$ cat src/rtl/fifo_rd_arbiter.sv
// Round-robin read arbiter for the 8-channel SyncFIFO read path.
// Produces a registered one-hot channel select, per-channel block flags and
// a per-grant count of accepted reads. Each grant is bounded to MAX_BURST
// reads. A one-cycle select-low gap separates any two grants.
module fifo_rd_arbiter #(
    parameter int unsigned MAX_BURST = 16,
    parameter int unsigned CNT_W     = 8
) (
    input  logic             clk,
    input  logic             rst_n,
    input  logic [7:0]       req_i,
    input  logic             rd_fire_i,
    output logic [7:0]       select_o,
    output logic             grant_vld_o,
    output logic [7:0]       block_o,
    output logic [CNT_W-1:0] burst_cnt_o
);

    localparam logic [1:0] ST_IDLE    = 2'd0;
    localparam logic [1:0] ST_GRANT   = 2'd1;
    localparam logic [1:0] ST_RELEASE = 2'd2;

    localparam logic [CNT_W-1:0] CNT_MAX  = CNT_W'(MAX_BURST);
    localparam logic [CNT_W-1:0] CNT_LAST = CNT_W'(MAX_BURST - 1);

    logic [1:0]       state_q, state_d;
    logic [2:0]       last_q, last_d;
    logic [7:0]       select_q, select_d;
    logic [7:0]       block_q, block_d;
    logic             grant_vld_q, grant_vld_d;
    logic [CNT_W-1:0] cnt_q, cnt_d;

    logic [2:0]       rr_idx;
    logic             rr_found;
    logic             burst_done;
    logic             owner_req;

    // Round-robin search: first requester after the last winner, wrapping mod 8.
    // NOTE: every variable assigned in a combinational block gets a default
    // first, so no path leaves it unassigned and no latch is inferred.
    always_comb begin
        rr_idx   = last_q;
        rr_found = 1'b0;
        for (int k = 1; k <= 8; k++) begin
            if (!rr_found && req_i[3'(last_q + 3'(k))]) begin
                rr_idx   = 3'(last_q + 3'(k));
                rr_found = 1'b1;
            end
        end
    end

    // Grant-phase release conditions: owner stopped requesting, or the final
    // read of the burst is accepted this cycle.
    always_comb begin
        owner_req  = |(req_i & select_q);
        burst_done = rd_fire_i && (cnt_q == CNT_LAST);
    end

    // FSM next state, next select and burst counter.
    always_comb begin
        state_d  = state_q;
        last_d   = last_q;
        select_d = select_q;
        cnt_d    = cnt_q;
        case (state_q)
            ST_IDLE, ST_RELEASE: begin
                select_d = 8'h00;
                state_d  = ST_IDLE;
                if (rr_found) begin
                    select_d = 8'(1) << rr_idx;
                    last_d   = rr_idx;
                    cnt_d    = '0;
                    state_d  = ST_GRANT;
                end
            end
            ST_GRANT: begin
                // Reads are only counted while a grant is held; saturate at the cap.
                if (rd_fire_i && (cnt_q != CNT_MAX)) begin
                    cnt_d = cnt_q + CNT_W'(1);
                end
                if (!owner_req || burst_done) begin
                    select_d = 8'h00;
                    state_d  = ST_RELEASE;
                end
            end
            default: begin
                select_d = 8'h00;
                state_d  = ST_IDLE;
            end
        endcase
    end

    // Output views derived from the next select so they align with select_o.
    always_comb begin
        block_d     = req_i & ~select_d;
        grant_vld_d = |select_d;
    end

    // State and output registers; reset gives channel 0 first priority.
    // NOTE: sequential state uses non-blocking assignments so every register
    // samples the pre-edge values, independent of statement order.
    always_ff @(posedge clk or negedge rst_n) begin
        if (!rst_n) begin
            state_q     <= ST_IDLE;
            last_q      <= 3'd7;
            select_q    <= 8'h00;
            block_q     <= 8'h00;
            grant_vld_q <= 1'b0;
            cnt_q       <= '0;
        end else begin
            state_q     <= state_d;
            last_q      <= last_d;
            select_q    <= select_d;
            block_q     <= block_d;
            grant_vld_q <= grant_vld_d;
            cnt_q       <= cnt_d;
        end
    end

    assign select_o    = select_q;
    assign grant_vld_o = grant_vld_q;
    assign block_o     = block_q;
    assign burst_cnt_o = cnt_q;

endmodule

$ cat config.mk
export PLATFORM = sky130hd
export DESIGN_NAME = fifo_rd_arbiter
export DESIGN_NICKNAME = d
export VERILOG_FILES = /design/src/rtl/fifo_rd_arbiter.sv
export SDC_FILE = /design/constraint.sdc
export NUM_CORES = 1
export LEC_CHECK = 0
export ABC_AREA = 1
export CAP_MARGIN = 0
export CORE_AREA = 5 5 73 75
export DETAILED_ROUTE_END_ITERATION = 10
export DIE_AREA = 0 0 78 80
export GPL_ROUTABILITY_DRIVEN = 0
export PLACE_DENSITY = 0.9
export SLEW_MARGIN = 15
export SYNTH_ARGS = -nofsm -noshare
export SYNTH_HDL_FRONTEND = slang
export SYNTH_SLANG_ARGS = --single-unit
$ cat constraint.sdc
create_clock -name clk -period 3.1 [get_ports clk]
set_input_delay 0.62 -clock clk [delete_from_list [all_inputs] [get_ports clk]]
set_output_delay 0.62 -clock clk [all_outputs]
set_load 0.005 [all_outputs]
Yosys cells after proc, flatten, opt, wreduce, memory -nomap -nowiden
Index checks and enable logic that the tools add are counted.
{"block": "word_totals", "ff_bits": 30, "input_bits": 11, "romBits": 0, "latch_bits": 0, "ram_bits": 0, "memories": 0, "output_inout_bits": 25, "word_cells": 99}
{"block": "op_classes", "mux": 41, "multipliers": 0, "bitwise": 3, "n_reduce_logical": 25, "n_eq_ne": 7, "shift": 1, "add_sub_neg": 8, "magnitude_cmp": 8, "n_div": 0}
{"cell": "< comparator 3 x 4 -> 1 bit (second input constant)", "count": 8}
{"cell": "two-way mux 8 bit", "count": 4}
{"cell": "case mux 8 bit (2 select lines)", "count": 2}
{"cell": "binary-select mux 1 bit (select 3 bit)", "count": 8}
{"cell": "two-way mux 3 bit", "count": 8}
{"cell": "two-way mux 1 bit", "count": 17}
{"cell": "AND 8 bit", "count": 2}
{"cell": "OR reduction 8 bit", "count": 2}
{"cell": "adder 3 bit (second input constant)", "count": 4}
{"cell": "logical AND 1 bit", "count": 9}
{"cell": "adder 8 x 1 -> 8 bit (second input constant)", "count": 1}
{"cell": "equality test 8 x 4 -> 1 bit (second input constant)", "count": 1}
{"cell": "logical NOT 1 bit", "count": 8}
{"cell": "inequality test 8 x 5 -> 1 bit (second input constant)", "count": 1}
{"cell": "inverter 8 bit", "count": 1}
{"cell": "left shift 1 x 3 -> 8 bit (first input constant)", "count": 1}
{"cell": "adder 3 x 2 -> 3 bit (second input constant)", "count": 2}
{"cell": "inequality test 2 bit (second input constant)", "count": 3}
{"cell": "case mux 2 bit (2 select lines)", "count": 1}
{"cell": "adder 3 x 1 -> 3 bit (second input constant)", "count": 1}
{"cell": "AND reduction 3 bit", "count": 1}
{"cell": "equality test 2 x 1 -> 1 bit (second input constant)", "count": 1}
{"cell": "equality test 2 bit (second input constant)", "count": 1}
{"cell": "logical NOT 2 bit", "count": 1}
{"cell": "5 further kinds", "count": 5}

Logic depth before layout (Yosys ltp)
Gate-level depths: netlist (run 1).
{"block": "logic_depth", "ltp_word": 30, "mapped_depth": 20, "ltp_nobuf": 19}

Worst setup path after synthesis (run 1)
Ideal clock, no wire load.
{"block": "synth_path", "path_kind": "flip-flop to flip-flop", "start": "reg last_q[1]", "end": "reg block_q[2] (netlist: block_o[2])", "required_time_ns": 2.981, "stages_incl_launch_ff": 17, "path_slack_ns": 0.508, "t_arrival_ns": 2.473, "cell_sequence": "dfstp_2 > buf_6 > inv_1 > ha_1 > inv_2 > nand3_1 > nand2_1 > inv_1 > nand2_1 > o21ai_1 > inv_2 > nor3_4 > nand2_1 > nand2_2 > nand3_2 > nor2_2 > nor3_2"}
{"block": "synth_between", "elab_chain_cells": 30, "word_cells_on_any_way": 58, "cone_classes": "add/sub (7); shift (1); mux (34); bitwise (2); reduce/logical (14)"}
{"element": "start: declaration", "line": "27", "text": "logic [2:0] last_q, last_d;"}
{"element": "start signal: assignment", "line": "112", "text": "last_q <= last_d;"}
{"element": "adder 3 x 1 -> 3 bit", "line": "45, 46"}
{"element": "binary-select mux 1 bit (select 3 bit)", "line": "45", "text": "if (!rr_found && req_i[3'(last_q + 3'(k))]) begin"}
{"element": "two-way mux 1 bit (implied by the code)", "line": "45"}
{"element": "two-way mux 1 bit", "line": "45"}
{"element": "logical NOT 1 bit", "line": "45"}
{"element": "logical AND 1 bit", "line": "45"}
{"element": "two-way mux 1 bit", "line": "45"}
{"element": "logical NOT 1 bit", "line": "45"}
{"element": "(+15 left out)"}
{"element": "logical AND 1 bit", "line": "45"}
{"element": "two-way mux 3 bit", "line": "45"}
{"element": "left shift 1 x 3 -> 8 bit", "line": "70", "text": "select_d = 8'(1) << rr_idx;"}
{"element": "two-way mux 8 bit (*)", "line": "69", "text": "if (rr_found) begin"}
{"element": "case mux 8 bit (2 select lines) (*)", "line": "65", "text": "case (state_q)"}
{"element": "inverter 8 bit (*)", "line": "95", "text": "block_d = req_i & ~select_d;"}
{"element": "AND 8 bit (*)", "line": "95"}
{"element": "net block_d[2]", "line": "29", "text": "logic [7:0] block_q, block_d;"}
{"element": "end signal: assignment", "line": "114", "text": "block_q <= block_d;"}
{"element": "end: declaration", "line": "29"}
Mark *: on every way through the listed nets, which the timed path passes. The rest lies on a longest branch. The select of a mux whose other input is x is not followed.
A chain may end at the register's enable or synchronous reset.

Worst setup path in the final report (run 1)
{"block": "layout_path", "start": "reg last_q[0]", "end": "reg cnt_q[3] (netlist: burst_cnt_o[3])"}
{"block": "layout_between", "elab_chain_cells": 27, "word_cells_on_any_way": 47, "cone_classes": "add/sub (7); eq/ne (1); mux (24); reduce/logical (15)"}
{"element": "adder 3 x 1 -> 3 bit", "line": "45"}
{"element": "binary-select mux 1 bit (select 3 bit)", "line": "45"}
{"element": "two-way mux 1 bit (implied by the code)", "line": "45"}
{"element": "two-way mux 1 bit", "line": "45"}
{"element": "logical NOT 1 bit", "line": "45"}
{"element": "logical AND 1 bit", "line": "45"}
{"element": "two-way mux 1 bit", "line": "45"}
{"element": "logical NOT 1 bit", "line": "45"}
{"element": "(+11 left out)"}
{"element": "logical NOT 1 bit", "line": "45"}
{"element": "logical AND 1 bit", "line": "45"}
{"element": "two-way mux 1 bit", "line": "45"}
{"element": "logical NOT 1 bit", "line": "45"}
{"element": "logical AND 1 bit", "line": "45"}
{"element": "two-way mux 1 bit (*)", "line": "45"}
{"element": "inequality test 2 bit (no source line) (*)"}
{"element": "AND reduction 3 bit (no source line) (*)"}
{"element": "end signal: assignment", "line": "116", "text": "cnt_q <= cnt_d;"}
{"element": "end: declaration", "line": "31", "text": "logic [CNT_W-1:0] cnt_q, cnt_d;"}
Mark *: on every way between the ends. The rest lies on a longest branch, timed or not. The select of a mux whose other input is x is not followed.

==> results of run 1 <==
[metal layers]
| layer | up-vias | part of all wire [%] | wire length [um] | global-route usage (%) |
|---|---|---|---|---|
| met4 | 0 | 2.8 | 171 | 8.61 |
| met2 | 106 | 46 | 2840 | 33.3 |
| met3 | 21 | 8.8 | 538 | 5.64 |
| met1 | 1074 | 42 | 2590 | 28.5 |
| li1 | 1102 | - | - | - |
| met5 | - | 0 | 0 | 0 |
[registers in the layout (all words and copies together), names as in the netlist]
name and count:
block_o 8, burst_cnt_o 8, select_o 8, last_q 3, state_q 2, grant_vld_o 1
[kinds of logic (layout without fill, tap and decap cells)]
family / count (synthesis) / count (layout) / synth area share (%)
DFF: 30 / 30 / 30.7
adders and majority gates: 4 / 4 / 2.04
and+or+nand+nor: 195 / 195 / 47.6
xor gates and xnor gates: 7 / 7 / 3.10
AOI/OAI and AO/OA: 28 / 28 / 7.79
buffers and inverters: 49 / 92 / 8.80
[how the worst max path moves through the flow]
stage	to	cells after the start	slack, ns
after floorplan	block_o[2]	16	0.51
final	burst_cnt_o[3]	15	0.27
after CTS	burst_cnt_o[3]	15	0.21
after global routing	block_o[3]	15	0.08
after detailed placement	block_o[2]	12	0.23
after global placement	block_o[2]	13	0.30
[worst min-delay path: cells and delay by family, from the launching register on]
| kind | cells | cell delay, ns |
|---|---|---|
| flops | 1 | 0.38 |
| simple gates | 2 | 0.16 |
[layout make-up]
class / instances / area [um2] / area share (%)
inverter: 44 / 168 / 5.67
timing repair buffer: 40 / 388 / 13.1
multi-input combinational: 234 / 1490 / 50.4
clock buffer: 8 / 90.1 / 3.05
tap: 54 / 67.6 / 2.28
sequential: 30 / 754 / 25.5
[synthesized netlist by cell type (all sizes together)]
master  number
o21ai       10
nor3         6
nor2        24
o31ai        3
dfstp        3
o22ai        5
xnor2        1
nor4         2
buf          4
ha           4
clkbuf       1
inv         44
nand4       10
nand2      110
a21oi        5
xor2         6
a221oi       2
o21bai       1
nand3       43
dfrtp       27
a31oi        1
a22o         1
[per-stage QoR]
step | hold WS [ns] | setup slack, ns | area, um2 | utilization [%]
floorplan | 0.324 | 0.508 | 2460 | -
global placement | 0.535 | 0.298 | 2870 | 62.3
detailed placement | 0.539 | 0.226 | 2870 | 62.3
CTS | 0.565 | 0.206 | 2960 | 64.3
global route | 0.596 | 0.0817 | 2960 | 64.3
finish | 0.563 | 0.265 | 2960 | 64.3
==> impl_metrics.tcl, run 1 <==
set metrics [dict create \
    status "completed" \
    path_cells "inv_2 -> ha_2 -> inv_2 -> nand3_2 -> nand3_4 -> nand2_4 -> nor2_8 -> nand4_4 -> nor2_2 -> nand3_2 -> nand2_4 -> nand2_4 -> nand2_2 -> xor2_1 -> nor2_1" \
    r2r_end "burst_cnt_o[3]" \
    synth_top_area_share_pct 27.5 \
    io_buffers 35 \
    dpl.cell_count 402 \
    cts_resized 0 \
    nNetsFinal 370 \
    crit_start "last_q[0]" \
    rows 25 \
    ff2ff_setup_slack_ns 0.27 \
    syn_avg_cell_area_um2 7.85 \
    die_x_um 78 \
    ctsRootBufferMaster "clkbuf_8" \
    gr-total-overflow 0 \
    grt_max_degree 31 \
    synth_top_cells_by_area "dfrtp_1, nand2_1, nand3_2, nand2_2, inv_1" \
    hp-class "flip-flop to flip-flop" \
    htreeDepth 2 \
    fin_setup_tns_ns 0 \
    cp_common_cell "nand2_4" \
    hold_viol_final 0 \
    grt_setup_unrepaired "false" \
    core_um2 4600 \
    first_pass_iters 5 \
    cts_tree "done" \
    routed_wirelength_mm 6.14 \
    crit_path_max_fanout 12 \
    finalClockSkew_ns 0.00686 \
    fillCellCount 379 \
    maxCapViolations 0 \
    drt_iter0_markers 215 \
    fin_crit_sh_pct 91.4 \
    dr_total_vias 2303 \
    cts_sinks 30 \
    critPathBufInv 2 \
    grt_pass1_wl_mm 10.6 \
    wl_per_cell_um 15.0 \
    worst_pin_slew_ns 0.393 \
    clkTransAtPathRegs_ns 0.06 \
    final_layout_size_suffix_gt1_share_pct 27.0 \
    numCtsBuffers 5 \
    antenna_found_initial 0 \
    cts_setup_buffers 0 \
    worstRegToRegCells 15 \
    final_common_cell "nand2_1" \
    hp-start "select_o[0]" \
    worstReg2RegStart "last_q[0]" \
    pin_count 36 \
    period_needed_ns 2.83 \
    synth_nets 328 \
    hold_depth 2 \
    hpwl_mm 4.71 \
    relSlewSlack_pct 73.6 \
    fmax_mhz 353 \
    grt_usage_pct 21.5 \
    cts_hold_buf 0 \
    dieArea_um2 6240 \
    critical_path.top_delay_family "simple AND/OR/NAND/NOR gates" \
    ys_warn_count 0 \
    area_growth_pct 20.3 \
    final-setup-viol-count 0 \
    final_antenna_net_count 0 \
    max_stage_delay_ns 0.54 \
    endpoint_kind "flip-flop" \
    ys_types 39 \
    yosysSeqAreaShare_pct 30.7 \
    n_antenna_cell 0 \
    drcViolationCount 0 \
    hold_path_end "select_o[0]" \
    worstPathRequired_ns 3.27 \
    critical_path_arrival_ns 3.01 \
    fin_cells 410 \
    clock_latency_ns 0.29 \
    final_cell_mix "nand2_1, inv_1, clkdlybuf4s50_1" \
    slew_viol_final 0 \
    drt-vias-per-instance 5.62 \
    initial_core_util_pct 53.5 \
    ys_ff_latch 30 \
    clock_path_buffers 2 \
    path_class "flip-flop to flip-flop" \
    syn-cell-area_um2 2460 \
    crit_path_start_kind "flip-flop" \
    chipHeight_um 80 \
    cp_slowest_cell "dfstp_2" \
    synthCells 313 \
    post-synth-top-area-cell "dfrtp_1" \
    grt_pass1_vias 2241 \
]
Power of run 1 is not shown: default switching activity piles up to over one toggle a cycle in this logic, so the estimate is an artifact.
==> run 2, diff against run 1 <==
- PLACE_DENSITY: 0.9 -> 0.79
==> impl_metrics.tcl, run 2 (synthesis gave the netlist of run 1 again) <==
set metrics [dict create \
    pin_count 36 \
    worstRegToRegCells 14 \
    cts_resized 0 \
    routed_wirelength_mm 6.01 \
    clkTransAtPathRegs_ns 0.07 \
    grt_setup_unrepaired "false" \
    cts_tree "done" \
    die_x_um 78 \
    final-setup-viol-count 0 \
    hp-class "flip-flop to flip-flop" \
    final_common_cell "nand2_1" \
    rows 25 \
    max_stage_delay_ns 0.54 \
    wl_per_cell_um 14.6 \
    final_layout_size_suffix_gt1_share_pct 27.0 \
    critPathBufInv 2 \
    fmax_mhz 377 \
    hold_viol_final 0 \
    chipHeight_um 80 \
    final_cell_mix "nand2_1, inv_1, clkdlybuf4s50_1" \
    dr_total_vias 2228 \
    status "completed" \
    crit_path_max_fanout 7 \
    drt-vias-per-instance 5.43 \
    slew_viol_final 0 \
    dieArea_um2 6240 \
    worstReg2RegStart "last_q[0]" \
    fin_crit_sh_pct 85.6 \
    grt_usage_pct 20.7 \
    final_antenna_net_count 0 \
    fin_setup_tns_ns 0 \
    ctsRootBufferMaster "clkbuf_8" \
    clock_path_buffers 2 \
    grt_pass1_vias 2211 \
    cts_hold_buf 0 \
    period_needed_ns 2.65 \
    fillCellCount 392 \
    nNetsFinal 370 \
    antenna_found_initial 0 \
    htreeDepth 2 \
    core_um2 4600 \
    worstPathRequired_ns 3.27 \
    ff2ff_setup_slack_ns 0.45 \
    cts_sinks 30 \
    maxCapViolations 0 \
    crit_path_start_kind "flip-flop" \
    fin_cells 410 \
    hp-start "select_o[0]" \
    gr-total-overflow 0 \
    drcViolationCount 0 \
    first_pass_iters 4 \
    worst_pin_slew_ns 0.453 \
    path_class "flip-flop to flip-flop" \
    initial_core_util_pct 53.5 \
    n_antenna_cell 0 \
    hold_depth 2 \
    numCtsBuffers 5 \
    io_buffers 35 \
    critical_path.top_delay_family "simple AND/OR/NAND/NOR gates" \
    dpl.cell_count 402 \
    cts_setup_buffers 0 \
    finalClockSkew_ns 0.00630 \
    fin_util_pct 64.1 \
    grt_max_degree 31 \
    cp_slowest_cell "dfstp_2" \
    clock_latency_ns 0.28 \
    relSlewSlack_pct 69.7 \
    hpwl_mm 4.64 \
    endpoint_kind "flip-flop" \
    drt_iter0_markers 194 \
    path_cells "inv_2 -> ha_1 -> inv_2 -> nand3_2 -> nand3_4 -> nand2_4 -> nor2_8 -> nand4_4 -> nor3_4 -> nand2_1 -> nand2_2 -> nand3_2 -> nor2_2 -> nor3_2" \
    critical_path_arrival_ns 2.82 \
    hold_path_end "select_o[0]" \
    area_growth_pct 19.9 \
    grt_pass1_wl_mm 10.3 \
    r2r_end "block_o[6]" \
]
[run 2: cell count changes in the layout (fill, tap and decap cells not counted)]
cell	previous run	this run
clkbuf_8	6	5
ha_1	3	4
clkbuf_1	2	1
clkinv_2	0	2
ha_2	1	0
[run 2: final cells by class]
type                       instances  area, um2  share of cell area [%]
tap                               54       67.6                    2.29
timing repair buffer              40        388                    13.2
multi-input combinational        234       1490                    50.5
sequential                        30        754                    25.6
clock inverter                     2       10.0                   0.340
inverter                          44        168                    5.69
clock buffer                       6       72.6                    2.46
[run 2: how the worst max path moves through the flow]
| stage | startpoint | end | slack, ns | cells after the start |
|---|---|---|---|---|
| floorplan | last_q[1] | block_o[2] | 0.51 | 16 |
| global placement | req_i[5] | block_o[0] | 0.21 | 15 |
| detailed placement | req_i[5] | block_o[0] | 0.22 | 15 |
| CTS | last_q[0] | block_o[6] | 0.44 | 14 |
| global route | last_q[0] | block_o[3] | 0.24 | 16 |
| finish | last_q[0] | block_o[6] | 0.45 | 14 |
[run 2: per-stage QoR]
step / instance area (um2) / hold slack, ns / setup WS, ns
finish: 2950 / 0.548 / 0.448
CTS: 2950 / 0.550 / 0.441
global placement: 2870 / 0.531 / 0.212
detailed placement: 2870 / 0.531 / 0.217
floorplan: 2460 / 0.324 / 0.508
global route: 2950 / 0.581 / 0.237
[run 2: tightest hold or removal path, cell delays in order, from the launching register on]
cell	delay [ns]
dfrtp_1	0.37
nand2_1	0.07
nand2_2	0.07
[run 2: layer usage]
layer / track usage [%] / wire length, um / vias up / part of all wire [%]
met4: 6.25 / 93 / 0 / 1.5
met2: 33.5 / 2820 / 74 / 47
met3: 5.64 / 484 / 12 / 8.1
met1: 26.8 / 2610 / 1037 / 43
li1: - / - / 1105 / -
met5: 0 / 0 / - / 0
Power of run 2 is left out for the same reason.
==> run 3, diff against run 2 <==
- SLEW_MARGIN: 15 -> unset
==> results of run 3 <==
Final layout, timing and power as in run 2 (identical DEF).
Power of run 3 is left out for the same reason.
